$ cat config.mk
export PLATFORM = sky130hd
export DESIGN_NAME = game_state_fsm
export DESIGN_NICKNAME = d
export VERILOG_FILES = /design/src/rtl/game_state_fsm.sv
export SDC_FILE = /design/constraint.sdc
export NUM_CORES = 1
export LEC_CHECK = 0
export CORE_UTILIZATION = 30
export CTS_BUF_LIST = sky130_fd_sc_hd__clkbuf_16
export DETAILED_ROUTE_END_ITERATION = 16
export REMOVE_ABC_BUFFERS = 1
export SLEW_MARGIN = 20
export SYNTH_ARGS = -nofsm -noshare
export SYNTH_HDL_FRONTEND = slang
export SYNTH_SLANG_ARGS = --single-unit
$ cat constraint.sdc
create_clock -name clk -period 2.1 [get_ports clk]
set_clock_uncertainty 0.05 [all_clocks]
set_input_delay 0.315 -clock clk [delete_from_list [all_inputs] [get_ports clk]]
set_output_delay 0.315 -clock clk [all_outputs]
set_load 0.005 [all_outputs]
$ cat src/rtl/game_state_fsm.sv
`default_nettype none
// +----------------------------------------------------------------------------+
// | Module      : game_state_fsm                                               |
// | Description : Game-flow controller (MENU / PLAY / WON / LOST). Buttons     |
// |               are synchronised and edge-detected internally. Moore state   |
// |               outputs clear the downstream level counter whenever the      |
// |               game is not in PLAY.                                         |
// | Ports       : clk        - game clock, rising edge                         |
// |               reset      - asynchronous, active-low reset                  |
// |               start_btn  - raw start button (asynchronous)                 |
// |               menu_btn   - raw menu/abort button (asynchronous)            |
// |               collision  - player/obstacle overlap (clk domain)            |
// |               game_time  - elapsed level time from the level counter       |
// |               menuScreen / playing / playerWon / playerLost - state flags  |
// |               win_count  - wins since reset, saturating at 255             |
// |               best_time  - longest game_time reached in a lost game        |
// | Options     : GAME_BEST_TIME_EN - builds the best_time register; when      |
// |               undefined best_time is tied to zero.                         |
// | Revision    : 1.0 - initial release                                        |
// +----------------------------------------------------------------------------+
module game_state_fsm #(
  parameter int TW          = 11,
  parameter int WIN_TIME    = 200,
  parameter int HOLD_CYCLES = 120
) (
  input  logic          clk,
  input  logic          reset,
  input  logic          start_btn,
  input  logic          menu_btn,
  input  logic          collision,
  input  logic [TW-1:0] game_time,
  output logic          menuScreen,
  output logic          playerWon,
  output logic          playerLost,
  output logic          playing,
  output logic [7:0]    win_count,
  output logic [TW-1:0] best_time
);

  localparam int                   c_HOLD_W    = (HOLD_CYCLES > 1) ? $clog2(HOLD_CYCLES) : 1;
  localparam logic [c_HOLD_W-1:0]  c_HOLD_LAST = c_HOLD_W'(HOLD_CYCLES - 1);
  localparam logic [TW-1:0]        c_WIN_TIME  = TW'(WIN_TIME);

  typedef enum logic [1:0] {
    ST_MENU = 2'd0,
    ST_PLAY = 2'd1,
    ST_WON  = 2'd2,
    ST_LOST = 2'd3
  } state_t;

  state_t              r_state;
  state_t              w_state_next;
  logic [1:0]          r_start_sync;
  logic [1:0]          r_menu_sync;
  logic                r_start_prev;
  logic                r_menu_prev;
  logic                w_start_rise;
  logic                w_menu_rise;
  logic [c_HOLD_W-1:0] r_hold;
  logic [7:0]          r_win_count;
  logic                w_screen_now;
  logic                w_screen_next;

  // Two-flop synchronisers followed by a previous-value flop for edge detect.
  always_ff @(posedge clk or negedge reset) begin
    if (!reset) begin
      r_start_sync <= 2'b00;
      r_menu_sync  <= 2'b00;
      r_start_prev <= 1'b0;
      r_menu_prev  <= 1'b0;
    end else begin
      r_start_sync <= {r_start_sync[0], start_btn};
      r_menu_sync  <= {r_menu_sync[0], menu_btn};
      r_start_prev <= r_start_sync[1];
      r_menu_prev  <= r_menu_sync[1];
    end
  end

  assign w_start_rise = r_start_sync[1] & ~r_start_prev;
  assign w_menu_rise  = r_menu_sync[1]  & ~r_menu_prev;

  always_ff @(posedge clk or negedge reset) begin
    if (!reset) begin
      r_state <= ST_MENU;
    end else begin
      r_state <= w_state_next;
    end
  end

  always_comb begin
    w_state_next = r_state;
    case (r_state)
      ST_MENU: begin
        if (w_start_rise) w_state_next = ST_PLAY;
      end
      ST_PLAY: begin
        // Collision outranks the win check, so a simultaneous hit loses.
        if (w_menu_rise)                    w_state_next = ST_MENU;
        else if (collision)                 w_state_next = ST_LOST;
        else if (game_time == c_WIN_TIME)   w_state_next = ST_WON;
      end
      ST_WON, ST_LOST: begin
        if (w_menu_rise)                    w_state_next = ST_MENU;
        else if (w_start_rise)              w_state_next = ST_PLAY;
        else if (r_hold == c_HOLD_LAST)     w_state_next = ST_MENU;
      end
      default: w_state_next = ST_MENU;
    endcase
  end

  // WON/LOST are only entered from PLAY, so zeroing the counter whenever
  // the machine is not staying on an end screen clears it on every entry.
  assign w_screen_now  = (r_state == ST_WON) || (r_state == ST_LOST);
  assign w_screen_next = (w_state_next == ST_WON) || (w_state_next == ST_LOST);

  always_ff @(posedge clk or negedge reset) begin
    if (!reset) begin
      r_hold <= '0;
    end else if (w_screen_now && w_screen_next) begin
      r_hold <= r_hold + c_HOLD_W'(1);
    end else begin
      r_hold <= '0;
    end
  end

  always_ff @(posedge clk or negedge reset) begin
    if (!reset) begin
      r_win_count <= 8'd0;
    end else if ((r_state == ST_PLAY) && (w_state_next == ST_WON) && (r_win_count != 8'hFF)) begin
      r_win_count <= r_win_count + 8'd1;
    end
  end

`ifdef GAME_BEST_TIME_EN
  logic [TW-1:0] r_best_time;

  always_ff @(posedge clk or negedge reset) begin
    if (!reset) begin
      r_best_time <= '0;
    end else if ((r_state == ST_PLAY) && (w_state_next == ST_LOST) && (game_time > r_best_time)) begin
      r_best_time <= game_time;
    end
  end

  assign best_time = r_best_time;
`else
  assign best_time = '0;
`endif

  assign menuScreen = (r_state == ST_MENU);
  assign playing    = (r_state == ST_PLAY);
  assign playerWon  = (r_state == ST_WON);
  assign playerLost = (r_state == ST_LOST);
  assign win_count  = r_win_count;

endmodule
`default_nettype wire

Word level (Yosys, flattened, before mapping)
Index checks and enable logic that the tools add are counted.
{"block": "classes", "eq_ne": 8, "addsub": 2, "n_bitwise": 4, "n_mux": 9, "reduce_logical": 7}
{"op": "2-bit two-way mux", "n": 7}
{"op": "11-bit by 8-bit == test with 1-bit output, second input constant", "n": 1}
{"op": "8-bit by 1-bit adder with 8-bit output, second input constant", "n": 1}
{"op": "2-bit == test, second input constant", "n": 4}
{"op": "8-bit != test, second input constant", "n": 1}
{"op": "7-bit by 1-bit adder with 7-bit output, second input constant", "n": 1}
{"op": "7-bit == test, second input constant", "n": 1}
{"op": "7-bit two-way mux", "n": 1}
{"op": "2-bit one-hot mux with 3 select lines", "n": 1}
{"op": "1-bit logical AND", "n": 3}
{"op": "1-bit bitwise AND", "n": 2}
{"op": "2-bit by 1-bit == test with 1-bit output, second input constant", "n": 1}
{"op": "2-bit zero test", "n": 1}
{"op": "1-bit logical OR", "n": 2}
{"op": "1-bit inverter", "n": 2}
{"op": "2-bit OR reduction", "n": 1}
{"block": "word_totals", "input_bits": 16, "word_cells": 37, "ff_bits": 23}

Depth between registers and ports, before layout
Gate-level depths: netlist (run 1).
{"block": "depth", "word_depth": 9, "mapped_depth": 5, "depth_no_buf": 5}

Least setup slack after synthesis (run 1)
Ideal clock, no wire load.
{"block": "synth_path", "path_kind": "register -> register", "startpoint": "register r_win_count[0] (netlist: win_count[0])", "endpoint": "register r_win_count[1] (netlist: win_count[1])", "required_time_ps": 1922, "setup_time_ps": 128, "path_stages_with_launch": 6, "path_slack_ps": 539, "arrival_time_ps": 1383, "n_path_buf": 0, "path_cell_list": "dfrtp_1 -> ha_1 -> nand3_1 -> o211ai_4 -> nor2_1 -> mux2_1"}
{"block": "synth_via", "elab_chain_cells": 2, "word_cells_on_any_way": 3, "cone_classes": "add/sub (1); eq/ne (1); reduce/logical (1)"}
{"item": "start, declared", "line_no": "60", "text": "logic [7:0] r_win_count;"}
{"item": "start signal, assigned", "line_no": "130", "text": "r_win_count <= r_win_count + 8'd1;"}
{"item": "branches (longest 2 deep; another with 8-bit by 1-bit adder with 8-bit output)"}
Parallel ways; which one is timed is not known.
A chain may end at the register's enable or synchronous reset.

Final worst setup path (run 1)
{"block": "layout_path", "startpoint": "register r_state[1]", "endpoint": "output port playing"}
{"block": "layout_via", "elab_chain_cells": 1}
{"item": "start, declared", "line_no": "51", "text": "state_t r_state;"}
{"item": "start signal, assigned", "line_no": "86", "text": "r_state <= w_state_next;"}
{"item": "2-bit by 1-bit == test with 1-bit output", "line_no": "151", "text": "assign playing = (r_state == ST_PLAY);"}
{"item": "end, declared", "line_no": "35", "text": "output logic playing,"}
No other way between the ends.

==> impl_summary.txt, run 1 <==
----------------------------------------------------
[GRT]
  First-pass GRT wire length ... 3.512 mm
  Number of antenna violations at the first check in global routing ... 0
  Overflow left after global routing ... 0
  Vias in the first global route ... approximately 800
  Global-route usage over all layers ... 0.1124
  Maximum number of pins on one net before global-route repair ... 24

[Logic synthesis]
  Top-area cell type share of the netlist area ... 0.5077
  Share of synthesized area occupied by flip-flops and latches ... 0.5077
  Most common library cells after synthesis ... sky130_fd_sc_hd__dfrtp_1 (23), sky130_fd_sc_hd__nor2_1 (12), sky130_fd_sc_hd__buf_4 (11)
  Cell Area, Synth ... 1134 um2
  Most common cell in the synthesized netlist ... sky130_fd_sc_hd__dfrtp_1
  Area contributors post-synth ... sky130_fd_sc_hd__dfrtp_1 (51%), sky130_fd_sc_hd__buf_4 (7.3%), sky130_fd_sc_hd__xor2_1 (7.0%)
  Async set-reset flop share out of synthesis ... 1.000
  Synth cell types ... 30
  Synthesis-stage register bit count ... 23
  Largest area contributor in the synthesized netlist ... sky130_fd_sc_hd__dfrtp_1
  Cell count after synthesis ... a little over 100
  Flip-flop cell with the highest count after synthesis ... sky130_fd_sc_hd__dfrtp_1
  Syn avg cell area ... 11.01 um2
  Number of warning messages in the yosys log ... 0
  Number of enable-type register cells in the synthesized netlist ... 0

[CTS]
  Clock tree from TritonCTS ... done
  Clock latency reported for the late side of the worst-skew pair ... 260 ps
  Post-CTS Setup Repair Bufs ... 0
  Reg clk slew, reported paths ... 60 ps
  Sink Count ... 23
  Maximum clock path buffer count ... 2
  Post-CTS sizing ... 0
  Count of H-tree levels built during CTS ... 1
  Total of hold buffers inserted after clock tree synthesis ... 0
  Number of clock buffers inserted by TritonCTS ... 3
  Clock Root Buffer ... sky130_fd_sc_hd__clkbuf_16

[Finish]
  Antenna cell count ... 0
  Area grow syn2layout ... 32.89%
  Cell Count, Final, Fillers Out ... 180
  Share of the core filled with cells ... 0.4343
  Fraction of final layout cells with drive strength greater than 1 ... 0.08209
  Number of nets in the finished design ... 153

[STA]
  RSZ-0062 raised after global routing ... no
  Total negative slack ... 0 ps
  Portion of the clock cycle consumed by the worst path in the final layout ... 0.9003
  Final critical-path setup slack ... 209.5 ps
  Minimum clock period ... 1891 ps
  Slew Viols, Final ... 0
  Upper clock frequency limit ... 528.9 MHz
  Final Hold Violating Endpoints ... 0
  Final Setup Violations ... 0

[Setup path]
  Data arrival time of the worst path ... 1530 ps
  Register-to-Register Setup Slack ... roughly 380 ps
  Category of the worst setup path capture point ... output pin
  Worst-path cell chain ... and2b_2 > clkdlybuf4s50_1
  Critical path start-end classification ... reg -> out
  Crit-path slowest cell ... sky130_fd_sc_hd__clkdlybuf4s50_1
  Maximum net fanout on the critical path ... 8
  CP max stage delay ... about 510 ps
  Setup crit start kind ... flip-flop
  Req. time, crit path ... 1740 ps

[Place]
  Number of placed cells counting well taps ... 176
  Half-perimeter wire length after detailed placement ... 1.503 mm
  Total of buffers placed on input and output ports ... 27
  Worst slack at placement ... around 100 ps
  Weighted congestion reported at the end of routability-driven placement ... between 0.7 and 0.8

[Floorplan]
  Row count ... 21
  Area of the die ... just over 4000 um2
  Initial core utilization ... 0.3268
  Chip height ... approximately 63 um
  Area inside the core boundary ... 3468 um2
  Die width ... 63.47 um
  Number of top-level pins ... 39

[Detailed routing]
  Via density per instance ... 4.439
  Routed wire per std cell ... 11.32 um
  Antenna-violating nets left ... 0
  Wire length reported by the detailed router ... between 2 and 2.5 mm
  First DRT Iteration DRCs ... 45
  Number of vias in the routed layout ... 799
  Number of detailed-routing iterations run before antenna repair ... 5
  DRC violations left ... 0

[Run]
  Max Cap Viol ... 0

[Power]
  Pwr Density ... 777.2 nW/um2
  Lkg Pwr ... 0.6906 nW
  Maximum vdd ir drop ... 246.2 uV

[Outcome]
  Status ... finished, final reports clean

[Min path]
  Type of the tightest min-delay check ... reg -> reg

----------------------------------------------------
==> layout by cell type (no fill, tap or decap), types with 4 or more instances in the layout <==
cell type                         Yosys  final
sky130_fd_sc_hd__clkdlybuf4s50_1      0     27
sky130_fd_sc_hd__dfrtp_1             23     23
sky130_fd_sc_hd__nor2_1              12     12
sky130_fd_sc_hd__conb_1               1     11
sky130_fd_sc_hd__xor2_1               9      9
sky130_fd_sc_hd__nand2_1              6      6
sky130_fd_sc_hd__nand3_1              5      5
sky130_fd_sc_hd__nand2b_1             4      4
sky130_fd_sc_hd__nor3_1               4      4
==> per-layer routing <==
metal  share of wire  track usage  vias up
met1            0.43       0.1310      360
li1                -            -      394
met3           0.083      0.02899        4
met4           0.018      0.05114        0
met2            0.46       0.1915       41
met5               0            0        -
==> flip-flops by register name, summed over array words and instances, names as in the netlist <==
register and count:
r_menu_sync 2, r_start_prev 1, r_hold 7, r_state 2, win_count 8, r_menu_prev 1, r_start_sync 2
==> stage by stage <==
step	hold WS, ps	total power, mW	area, um2
2_1_floorplan	-30.59	0.6306	1089
3_3_place_gp	282.9	0.7573	1424
3_5_place_dp	291.0	0.7649	1424
4_1_cts	304.6	1.182	1506
5_1_grt	304.9	1.224	1506
6_report	300.1	1.171	1506
==> critical path: cells and delay by family (launching register included) <==
kind                   cells  cell delay [ps]
AND/OR/NAND/NOR            1              300
flip-flops                 1              450
buffers and inverters      1              510
==> final cells by class <==
| cell class | instances | area (um2) |
|---|---|---|
| clock buffer | 3 | 75.07 |
| clock inverter | 1 | 7.507 |
| fill | 344 | 1962 |
| inverter | 2 | 7.507 |
| multi-input combinational | 77 | 505.5 |
| sequential | 23 | 575.6 |
| tap | 46 | 57.56 |
| timing repair buffer | 28 | 277.8 |
==> worst paths after layout <==
path,cells after the start,startpoint,to
min in group asynchronous,2,reset,r_state[0]
max reg2reg,5,r_hold[0],r_hold[3]
max,2,r_state[1],playing
min,0,r_menu_sync[0],r_menu_sync[1]
min reg2reg,0,r_menu_sync[0],r_menu_sync[1]
max in group asynchronous,2,reset,win_count[2]
==> power breakdown <==
part           internal, mW  switching [mW]  total (mW)
logic                 0.143           0.106       0.249
clock network         0.258           0.160       0.418
registers             0.471          0.0328       0.504
==> cells by family (layout without fill, tap and decap cells) <==
logic type                 Yosys count  count (layout)  synth area share
xor gates and xnor gates            12              12           0.09272
adders and majority gates            2               2           0.02207
DFF                                 23              23            0.5077
AOI/OAI and AO/OA                    6               6           0.05409
muxes                                1               1          0.009933
buffers and inverters               13              34           0.07947
and+or+nand+nor                     45              45            0.2307
other                                1              11          0.003308
Power figures use the tool's default switching activity.
==> run 2, diff against run 1 <==
Settings changed: SKIP_LAST_GASP set to 1.
==> results of run 2 <==
The final DEF is identical to that of run 1; final timing and power are the same.
